## src/rtl/mem_pkg.sv

```systemverilog
`default_nettype none
// ============================================================================
// Module   : mem_pkg
// Purpose  : Shared types and encodings for the memory-access pipeline stage.
// Revision : 1.0 - initial release
// ============================================================================
package mem_pkg;

  localparam int XLEN = 32;

  // Write-back source select
  localparam logic [1:0] WS_ALU  = 2'b00;
  localparam logic [1:0] WS_LOAD = 2'b01;
  localparam logic [1:0] WS_PC4  = 2'b10;
  localparam logic [1:0] WS_IMM  = 2'b11;

  // Load/store access size and sign (funct3)
  localparam logic [2:0] F3_B  = 3'b000;
  localparam logic [2:0] F3_H  = 3'b001;
  localparam logic [2:0] F3_W  = 3'b010;
  localparam logic [2:0] F3_BU = 3'b100;
  localparam logic [2:0] F3_HU = 3'b101;

  // Data-memory access state
  typedef enum logic [0:0] {
    IDLE = 1'b0,
    WAIT = 1'b1
  } state_t;

endpackage
`default_nettype wire

```

## src/rtl/mem_stage_lsu_align.sv

```systemverilog
`default_nettype none
// ============================================================================
// Module   : lsu_align
// Purpose  : Byte-lane alignment for the data-memory port: store byte enables
//            and lane replication, misalignment detection, load extraction
//            and sign/zero extension. Purely combinational.
// Revision : 1.0 - initial release
// ============================================================================
module lsu_align
  import mem_pkg::*;
(
  input  logic [2:0]      funct3_i,
  input  logic [1:0]      addr_lo_i,
  input  logic [XLEN-1:0] wdata_i,
  input  logic [XLEN-1:0] rdata_i,
  output logic [3:0]      be_o,
  output logic [XLEN-1:0] wdata_o,
  output logic [XLEN-1:0] rdata_o,
  output logic            misalign_o
);

  logic [7:0]  w_byte;
  logic [15:0] w_half;

  // Lane selected by the low address bits
  assign w_byte = rdata_i[{addr_lo_i, 3'b000} +: 8];
  assign w_half = addr_lo_i[1] ? rdata_i[31:16] : rdata_i[15:0];

  // Store lane formation and alignment check, keyed on access size
  always_comb begin
    be_o       = 4'b1111;
    wdata_o    = wdata_i;
    misalign_o = 1'b0;
    case (funct3_i[1:0])
      2'b00: begin
        be_o    = 4'b0001 << addr_lo_i;
        wdata_o = {4{wdata_i[7:0]}};
      end
      2'b01: begin
        be_o       = 4'b0011 << addr_lo_i;
        wdata_o    = {2{wdata_i[15:0]}};
        misalign_o = addr_lo_i[0];
      end
      default: misalign_o = |addr_lo_i;
    endcase
  end

  // Load extraction with sign or zero extension
  always_comb begin
    case (funct3_i)
      F3_B:    rdata_o = {{24{w_byte[7]}}, w_byte};
      F3_H:    rdata_o = {{16{w_half[15]}}, w_half};
      F3_BU:   rdata_o = {24'd0, w_byte};
      F3_HU:   rdata_o = {16'd0, w_half};
      default: rdata_o = rdata_i;
    endcase
  end

endmodule
`default_nettype wire

```

## src/rtl/mem_stage.sv

```systemverilog
`default_nettype none
// ============================================================================
// Module   : mem_stage
// Purpose  : Memory-access pipeline stage. Issues loads/stores over a
//            valid/ready data-memory port, stalls on wait states with a
//            timeout, resolves control-flow redirects and holds the MEM/WB
//            pipeline register.
// Revision : 1.0 - initial release
// ============================================================================
module mem_stage #(
  parameter int MEM_TIMEOUT = 16,
  parameter int XLEN        = 32
) (
  input  logic            clk_i,
  input  logic            rst_ni,
  input  logic            EQ_i,
  input  logic [XLEN-1:0] ALUout_i,
  input  logic            RegWrite_i,
  input  logic [1:0]      WriteSrc_i,
  input  logic            Branch_i,
  input  logic            Jump_i,
  input  logic            Ret_i,
  input  logic            MemWrite_i,
  input  logic [2:0]      funct3_i,
  input  logic [XLEN-1:0] ImmOp_i,
  input  logic [XLEN-1:0] pcPlus4_i,
  input  logic [XLEN-1:0] pcPlusImm_i,
  input  logic [XLEN-1:0] regOp2_i,
  input  logic [4:0]      rd_i,
  output logic            dmem_req_o,
  output logic            dmem_we_o,
  output logic [XLEN-1:0] dmem_addr_o,
  output logic [XLEN-1:0] dmem_wdata_o,
  output logic [3:0]      dmem_be_o,
  input  logic            dmem_ready_i,
  input  logic [XLEN-1:0] dmem_rdata_i,
  output logic            stall_o,
  output logic            PCsrc_o,
  output logic [XLEN-1:0] PCTarget_o,
  output logic [XLEN-1:0] ALUResultM_o,
  output logic            RegWriteM_o,
  output logic [4:0]      rdM_o,
  output logic            misalign_o,
  output logic            err_o,
  output logic            RegWrite_o,
  output logic [1:0]      WriteSrc_o,
  output logic [XLEN-1:0] ALUout_o,
  output logic [XLEN-1:0] ReadData_o,
  output logic [XLEN-1:0] pcPlus4_o,
  output logic [XLEN-1:0] ImmOp_o,
  output logic [4:0]      rd_o
);

  import mem_pkg::*;

  localparam int              CNT_W    = $clog2(MEM_TIMEOUT);
  localparam logic [CNT_W-1:0] CNT_LAST = CNT_W'(MEM_TIMEOUT - 1);

  state_t            state_q;
  logic [CNT_W-1:0]  cnt_q;
  logic              err_q;

  logic              regwrite_q, regwrite_d;
  logic [1:0]        writesrc_q, writesrc_d;
  logic [XLEN-1:0]   aluout_q, readdata_q, readdata_d, pcplus4_q, immop_q;
  logic [4:0]        rd_q;

  logic              w_access, w_size_misal, w_issue, w_in_wait;
  logic              w_complete, w_abandon;
  logic [XLEN-1:0]   w_load_data;

  lsu_align u_align (
    .funct3_i   (funct3_i),
    .addr_lo_i  (ALUout_i[1:0]),
    .wdata_i    (regOp2_i),
    .rdata_i    (dmem_rdata_i),
    .be_o       (dmem_be_o),
    .wdata_o    (dmem_wdata_o),
    .rdata_o    (w_load_data),
    .misalign_o (w_size_misal)
  );

  assign w_in_wait  = (state_q == WAIT);
  assign w_access   = (WriteSrc_i == WS_LOAD) | MemWrite_i;
  assign w_issue    = w_access & ~w_size_misal;

  // Reset gates the request so an in-flight WAIT drops it at once
  assign dmem_req_o  = rst_ni & (w_in_wait | w_issue);
  assign dmem_we_o   = dmem_req_o & MemWrite_i;
  assign dmem_addr_o = {ALUout_i[XLEN-1:2], 2'b00};
  assign misalign_o  = ~w_in_wait & w_access & w_size_misal;

  assign w_complete = dmem_req_o & dmem_ready_i;
  assign w_abandon  = rst_ni & w_in_wait & ~dmem_ready_i & (cnt_q == CNT_LAST);
  assign stall_o    = dmem_req_o & ~dmem_ready_i & ~w_abandon;

  // Control-flow redirect; loads/stores never carry control flow
  assign PCsrc_o    = Jump_i | Ret_i | (Branch_i & (EQ_i ^ funct3_i[0]));
  assign PCTarget_o = Ret_i ? {ALUout_i[XLEN-1:1], 1'b0} : pcPlusImm_i;

  assign ALUResultM_o = ALUout_i;
  assign RegWriteM_o  = RegWrite_i;
  assign rdM_o        = rd_i;
  assign err_o        = err_q;

  // Access FSM with wait counter and sticky error flag
  always_ff @(posedge clk_i or negedge rst_ni) begin
    if (!rst_ni) begin
      state_q <= IDLE;
      cnt_q   <= '0;
      err_q   <= 1'b0;
    end else begin
      if (misalign_o | w_abandon) err_q <= 1'b1;
      case (state_q)
        IDLE: begin
          if (w_issue & ~dmem_ready_i) begin
            state_q <= WAIT;
            cnt_q   <= CNT_W'(1);
          end
        end
        WAIT: begin
          if (dmem_ready_i | w_abandon) begin
            state_q <= IDLE;
            cnt_q   <= '0;
          end else begin
            cnt_q <= cnt_q + CNT_W'(1);
          end
        end
        default: begin
          state_q <= IDLE;
          cnt_q   <= '0;
        end
      endcase
    end
  end

  // MEM/WB next value: bubble on stall, write suppressed on faults
  always_comb begin
    regwrite_d = RegWrite_i & ~stall_o & ~misalign_o & ~w_abandon;
    writesrc_d = stall_o ? WS_ALU : WriteSrc_i;
    readdata_d = w_complete ? w_load_data : '0;
  end

  // MEM/WB pipeline register, captured every cycle
  always_ff @(posedge clk_i or negedge rst_ni) begin
    if (!rst_ni) begin
      regwrite_q <= 1'b0;
      writesrc_q <= '0;
      aluout_q   <= '0;
      readdata_q <= '0;
      pcplus4_q  <= '0;
      immop_q    <= '0;
      rd_q       <= '0;
    end else begin
      regwrite_q <= regwrite_d;
      writesrc_q <= writesrc_d;
      aluout_q   <= ALUout_i;
      readdata_q <= readdata_d;
      pcplus4_q  <= pcPlus4_i;
      immop_q    <= ImmOp_i;
      rd_q       <= rd_i;
    end
  end

  assign RegWrite_o = regwrite_q;
  assign WriteSrc_o = writesrc_q;
  assign ALUout_o   = aluout_q;
  assign ReadData_o = readdata_q;
  assign pcPlus4_o  = pcplus4_q;
  assign ImmOp_o    = immop_q;
  assign rd_o       = rd_q;

endmodule
`default_nettype wire

```

## config.mk

```make
export PLATFORM = sky130hd
export DESIGN_NAME = mem_stage
export DESIGN_NICKNAME = d
export VERILOG_FILES = /design/src/rtl/mem_pkg.sv /design/src/rtl/mem_stage_lsu_align.sv /design/src/rtl/mem_stage.sv
export SDC_FILE = /design/constraint.sdc
export NUM_CORES = 1
export LEC_CHECK = 0
export ABC_AREA = 1
export BUFFER_PORTS_ARGS = -buffer_cell sky130_fd_sc_hd__buf_2
export CORE_AREA = 10 10 185 187
export CTS_BUF_LIST = sky130_fd_sc_hd__clkbuf_4 sky130_fd_sc_hd__clkbuf_8
export CTS_CLUSTER_DIAMETER = 150
export DETAILED_ROUTE_END_ITERATION = 8
export DIE_AREA = 0 0 195 197
export PLACE_DENSITY_LB_ADDON = 0.1
export SYNTH_ARGS = -nofsm -noshare
export SYNTH_HDL_FRONTEND = slang
export SYNTH_HIERARCHICAL = 1
export SYNTH_SLANG_ARGS = --single-unit
export TNS_END_PERCENT = 30
```

## constraint.sdc

```tcl
create_clock -name clk_i -period 1.9 [get_ports clk_i]
set_input_delay 0.38 -clock clk_i [delete_from_list [all_inputs] [get_ports clk_i]]
set_output_delay 0.38 -clock clk_i [all_outputs]
set_load 0.005 [all_outputs]
```

== Word-level counts from Yosys, hierarchy flattened ==
Cells that the tools add are included.
Storage, ports and cells
  bits in registers: 142
  output and inout port bits: 280
  logic and storage cells: 67
Cells by class
  $add $sub $neg: 1
  equal/unequal tests: 7
  shifts and indexed selects: 3
  muxes and demuxes: 14
  bitwise gates (word level): 29
  reductions and logical operators: 3
Operator list (number)
  case mux 32 bit (4 select lines): 1
  two-way mux 32 bit: 2
  case mux 32 bit (2 select lines): 1
  variable part select 32 x 6 -> 8 bit: 1
  bitwise AND 1 bit: 16
  two-way mux 16 bit: 1
  case mux 4 bit (2 select lines): 2
  two-way mux 4 bit: 2
  == test 3 bit, second input constant: 2
  NOT 1 bit: 6
  bitwise OR 1 bit: 6
  adder 4 x 1 -> 4 bit, second input constant: 1
  == test 2 x 1 -> 1 bit, second input constant: 2
  == test 4 bit, second input constant: 1
  case mux 1 bit (2 select lines): 2
  << shifter 1 x 2 -> 4 bit, first input constant: 1
  << shifter 2 x 2 -> 4 bit, first input constant: 1
  == test 3 x 1 -> 1 bit, second input constant: 1
  zero test 3 bit: 1
  zero test 2 bit: 1
  two-way mux 1 bit: 2
  two-way mux 2 bit: 1
  != test 2 x 1 -> 1 bit, second input constant: 1
  OR reduction 2 bit: 1
  bitwise XOR 1 bit: 1

== Logic depth before layout (Yosys ltp) ==
  depth after elaboration: 12
  depth in mapped cells: 13

== By module ==
The synthesis kept the hierarchy.
Modules (own cells, without submodules)
  mem_stage: instances 1, cells an instance 447, area an instance 5052.3 µm², seq. area each 3553.4 µm²
  lsu_align: instances 1, cells an instance 286, area an instance 1358.8 µm², seq. area each 0.0 µm²

== Least setup slack after synthesis ==
OpenSTA, ideal clock, no wires.
  kind: input-to-output
  from: in funct3_i[1]
  to: out dmem_we_o
  data arrival time: 1374 ps
  required time: 1520 ps
  path slack: 146 ps
  stages: 9
  buffers on the path: 2
  path through: buf_6 -> inv_4 -> buf_2 -> a22oi_1 -> inv_1 -> nand2_1 -> a21boi_0 -> nand2_1 -> inv_1
On the way
  word-level cells in the longest chain between the ends: 7
  elaborated cells between the ends (all ways): 8
  those cells by class: eq/ne (1); mux (1); bitwise (5); reduce/logical (1)
RTL lines
  from (decl): RTL line mem_stage.sv:24  | input logic [2:0] funct3_i,
  == test 2 x 1 -> 1 bit / zero test 2 bit (equally long branches): RTL line mem_stage_lsu_align.sv:34  | case (funct3_i[1:0])
  case mux 1 bit (2 select lines) *: RTL line mem_stage_lsu_align.sv:34
  net w_size_misal: RTL line mem_stage.sv:68  | logic w_access, w_size_misal, w_issue, w_in_wait;
  NOT 1 bit *: RTL line mem_stage.sv:85  | assign w_issue = w_access & ~w_size_misal;
  bitwise AND 1 bit *: RTL line mem_stage.sv:85
  bitwise OR 1 bit *: RTL line mem_stage.sv:88  | assign dmem_req_o = rst_ni & (w_in_wait | w_issue);
  bitwise AND 1 bit *: RTL line mem_stage.sv:88
  net dmem_req_o: RTL line mem_stage.sv:30  | output logic dmem_req_o,
  bitwise AND 1 bit *: RTL line mem_stage.sv:89  | assign dmem_we_o = dmem_req_o & MemWrite_i;
  to (decl): RTL line mem_stage.sv:31  | output logic dmem_we_o,
The timed path passes the listed nets; every way through them passes the cells marked *.

== Worst setup path in the final report ==
  from: reg cnt_q[1]
  to: out stall_o
On the way
  word-level cells in the longest chain between the ends: 4
RTL lines
  from (decl): RTL line mem_stage.sv:60  | logic [CNT_W-1:0] cnt_q;
  from (signal assigned): RTL line mem_stage.sv:126  | cnt_q <= cnt_q + CNT_W'(1);
  == test 4 bit: RTL line mem_stage.sv:94  | assign w_abandon = rst_ni & w_in_wait & ~dmem_ready_i & (cnt_q == CNT_LAST);
  bitwise AND 1 bit: RTL line mem_stage.sv:94
  NOT 1 bit: RTL line mem_stage.sv:95  | assign stall_o = dmem_req_o & ~dmem_ready_i & ~w_abandon;
  bitwise AND 1 bit: RTL line mem_stage.sv:95
  to (decl): RTL line mem_stage.sv:37  | output logic stall_o,
No other way between the ends.

==> impl_metrics.json <==
{
  "timing.rr.end": "state_q$_DFF_PN0_",
  "drc_errors": 0,
  "p_comb_share_pct": 22.5,
  "numCtsBuffers": 17,
  "final_common_cell": "buf_2",
  "synth_cells": 733,
  "syn_area_per_cell_um2": 8.75,
  "top_level_ports": 491,
  "critical_path_class": "flip-flop to output pin",
  "yosys.area.top_type_share_pct": 55.4,
  "worstSetupStartpointType": "flip-flop",
  "hold_violations": 0,
  "rsz0062_at_grt": "true",
  "yosys_warnings": 6,
  "ys_ff_latch": 142,
  "fin_crit_ns": 1.91,
  "cts-root-buf": "clkbuf_8",
  "cp-end-kind": "output pin",
  "hpwlAfterDp_mm": 25.7,
  "power_leakage_uw": 0.00583,
  "fin_area_mm2": 0.00997,
  "yosys.area.top_type": "dfrtp_1",
  "row_count": 64,
  "status": "finished with violations",
  "dpl.cell_count": 1544,
  "endpoint": "stall_o",
  "worstMarginPinSlew_ns": 0.737,
  "avgRoutedWirePerCell_um": 19.2,
  "first_iter_violations": 323,
  "vdd_drop_max_mv": 0.356,
  "crit_start": "cnt_q[1]$_DFFE_PN0P_",
  "grt_max_degree": 135,
  "die_h_um": 197,
  "power_switching_uw": 2350,
  "vias_per_cell": 3.92,
  "synthToLayoutAreaGrowth_pct": 55.5,
  "track_usage_pct": 15.6,
  "cts_tree": "done",
  "synth_area_leaders": "dfrtp_1, nand2_1, buf_4",
  "setup_viol": 2,
  "grt_pass1_vias": 7122,
  "antenna_found_initial": 9,
  "gp_congestion": 0.806,
  "ant_nets": 0,
  "period_share_pct": 101,
  "p_sw_share_pct": 31.7,
  "clock_skew_ns": 0.0116,
  "grt-ovfl-total": 0,
  "finalMaxSlewViolations": 0,
  "layoutNonFillerInstCount": 1648,
  "power_density_mw_per_mm2": 743,
  "drt_wl_total_mm": 31.7,
  "insertion_delay_ns": 0.45,
  "r2r_slack_ns": 0.58,
  "drv_cap": 0,
  "worstPathMaxFanout": 2,
  "violations": "setup timing",
  "synth_cell_types": 29,
  "numClockSinks": 142,
  "nFillCells": 3305,
  "drive_above_1_share_pct": 47.7,
  "relSlewSlack_pct": 50.9,
  "placed_cell_area_mm2": 0.00890,
  "max_freq_mhz": 523,
  "worstReg2RegStart": "cnt_q[0]$_DFFE_PN0P_",
  "arrival_ns": 1.53,
  "firstDrtPassIters": 4,
  "clkSlewWorstSetupHoldPaths_ns": 0.08,
  "finalWorstSetupSlack_ns": -0.0120,
  "power.internal_uw": 5060,
  "grt_pass1_wl_mm": 46.1,
  "synth_area_mm2": 0.00641,
  "htreeDepth": 4,
  "power_frac_clock_pct": 33.2,
  "final_cell_mix": "buf_2, nand2_1, dfrtp_1, inv_1, dlygate4sd3_1",
  "p_seq_share_pct": 44.3,
  "num_vias": 6452,
  "hp-class": "primary input to flip-flop",
  "cp.required_ns": 1.52,
  "ys_seq_area_share_pct": 55.4,
  "r2r.worst_path.cells": 7,
  "dieArea_mm2": 0.0384,
  "coreArea_mm2": 0.0304,
  "fin_nets": 1444,
  "cts_buffer_depth": 2,
  "start_util_pct": 21.1,
  "die_x_um": 195,
  "io_buffer_count": 488
}
state kept, by name, indices dropped and copies added (netlist names):
register / cells
ImmOp_o: 32
rd_o: 5
ALUout_o: 32
err_o: 1
ReadData_o: 32
state_q: 1
pcPlus4_o: 32
WriteSrc_o: 2
RegWrite_o: 1
cnt_q: 4
kinds of logic (layout without fill, tap and decap cells):
family	count (synthesis)	in the layout	synth area share (%)
AOI/OAI and AO/OA	34	34	3.03
other	1	9	0.0585
buffers and inverters	182	693	16.4
DFF	142	142	55.4
adders and majority gates	1	1	0.195
and+or+nand+nor	372	372	24.8
xor gates and xnor gates	1	1	0.137
cells in the mapped netlist:
library cell / n
inv_1: 71
xnor2_1: 1
a21oi_1: 15
nand3_2: 11
dfrtp_1: 142
nor2_1: 46
inv_4: 1
nand3_4: 1
inv_2: 6
o211ai_1: 5
buf_6: 8
nand3_1: 47
o21ai_0: 8
a21oi_2: 1
or2_2: 2
clkbuf_1: 10
nor2_4: 1
buf_4: 79
nand2_2: 4
or2_1: 7
nor2_2: 4
ha_1: 1
nand2_1: 249
buf_2: 7
o21a_1: 1
o21ai_1: 2
conb_1: 1
a22oi_1: 1
a21boi_0: 1
cell type report:
cell class / count / area, µm² / area share [%]
clock inverter: 15 / 151 / 1.52
sequential: 142 / 3550 / 35.7
tap: 396 / 495 / 4.97
multi-input combinational: 410 / 1830 / 18.4
antenna: 7 / 17.5 / 0.176
timing repair buffer: 583 / 3390 / 34.0
clock buffer: 17 / 234 / 2.35
inverter: 78 / 295 / 2.96
critical path, cell delays in order, from the launching register on:
cell and delay [ns]:
dfrtp_1 0.39, ha_2 0.20, inv_2 0.05, nor2_2 0.04, a21oi_2 0.16, nand3_2 0.09
inv_1 0.05, buf_2 0.11
stage by stage:
step	setup WS (ns)	setup TNS, ns	utilization (%)	hold slack [ns]	total power [µW]
6_report	-0.0120	-0.0178	32.8	0.0448	7410
3_5_place_dp	-0.129	-0.305	29.3	0.216	4890
4_1_cts	-0.0957	-0.129	32.4	0.000110	7580
3_3_place_gp	-0.116	-0.160	29.3	0.219	4890
2_1_floorplan	0.146	0	-	0.0844	4010
5_1_grt	-0.165	-0.325	32.7	0.000978	7930
worst min-delay path by stage:
stage                             start                 endpoint  cells after the start
final                     pcPlus4_i[29]  pcPlus4_o[29]$_DFF_PN0_                      1
after global routing      pcPlus4_i[14]  pcPlus4_o[14]$_DFF_PN0_                      1
after CTS                 pcPlus4_i[31]  pcPlus4_o[31]$_DFF_PN0_                      1
after detailed placement         rst_ni        state_q$_DFF_PN0_                      1
after global placement           rst_ni        state_q$_DFF_PN0_                      1
after floorplan                  rst_ni    ALUout_o[0]$_DFF_PN0_                      0
per-layer routing:
layer / up-vias / wire (µm) / global-route usage, %
met2: 292 / 15900 / 26.5
met4: 4 / 341 / 4.10
met1: 2983 / 12500 / 17.9
li1: 3147 / - / -
met3: 26 / 2840 / 6.35
met5: - / 38 / 0
timing repair:
action                     CTS  global route
buffers inserted             5             0
hold endpoints to repair    60             7
hold buffers                53             7
pin swaps                    3             3
gates resized for setup      7             3
setup endpoints to repair    4             4
power by group through the flow:
stage	Clock [µW]	Combinational [µW]	Sequential, µW
final	2460	1670	3280
after global placement	0	1540	3350
after detailed placement	0	1540	3350
after floorplan	0	650	3360
after CTS	2590	1700	3280
after global routing	2740	1870	3310
Power figures use the tool's default switching activity.
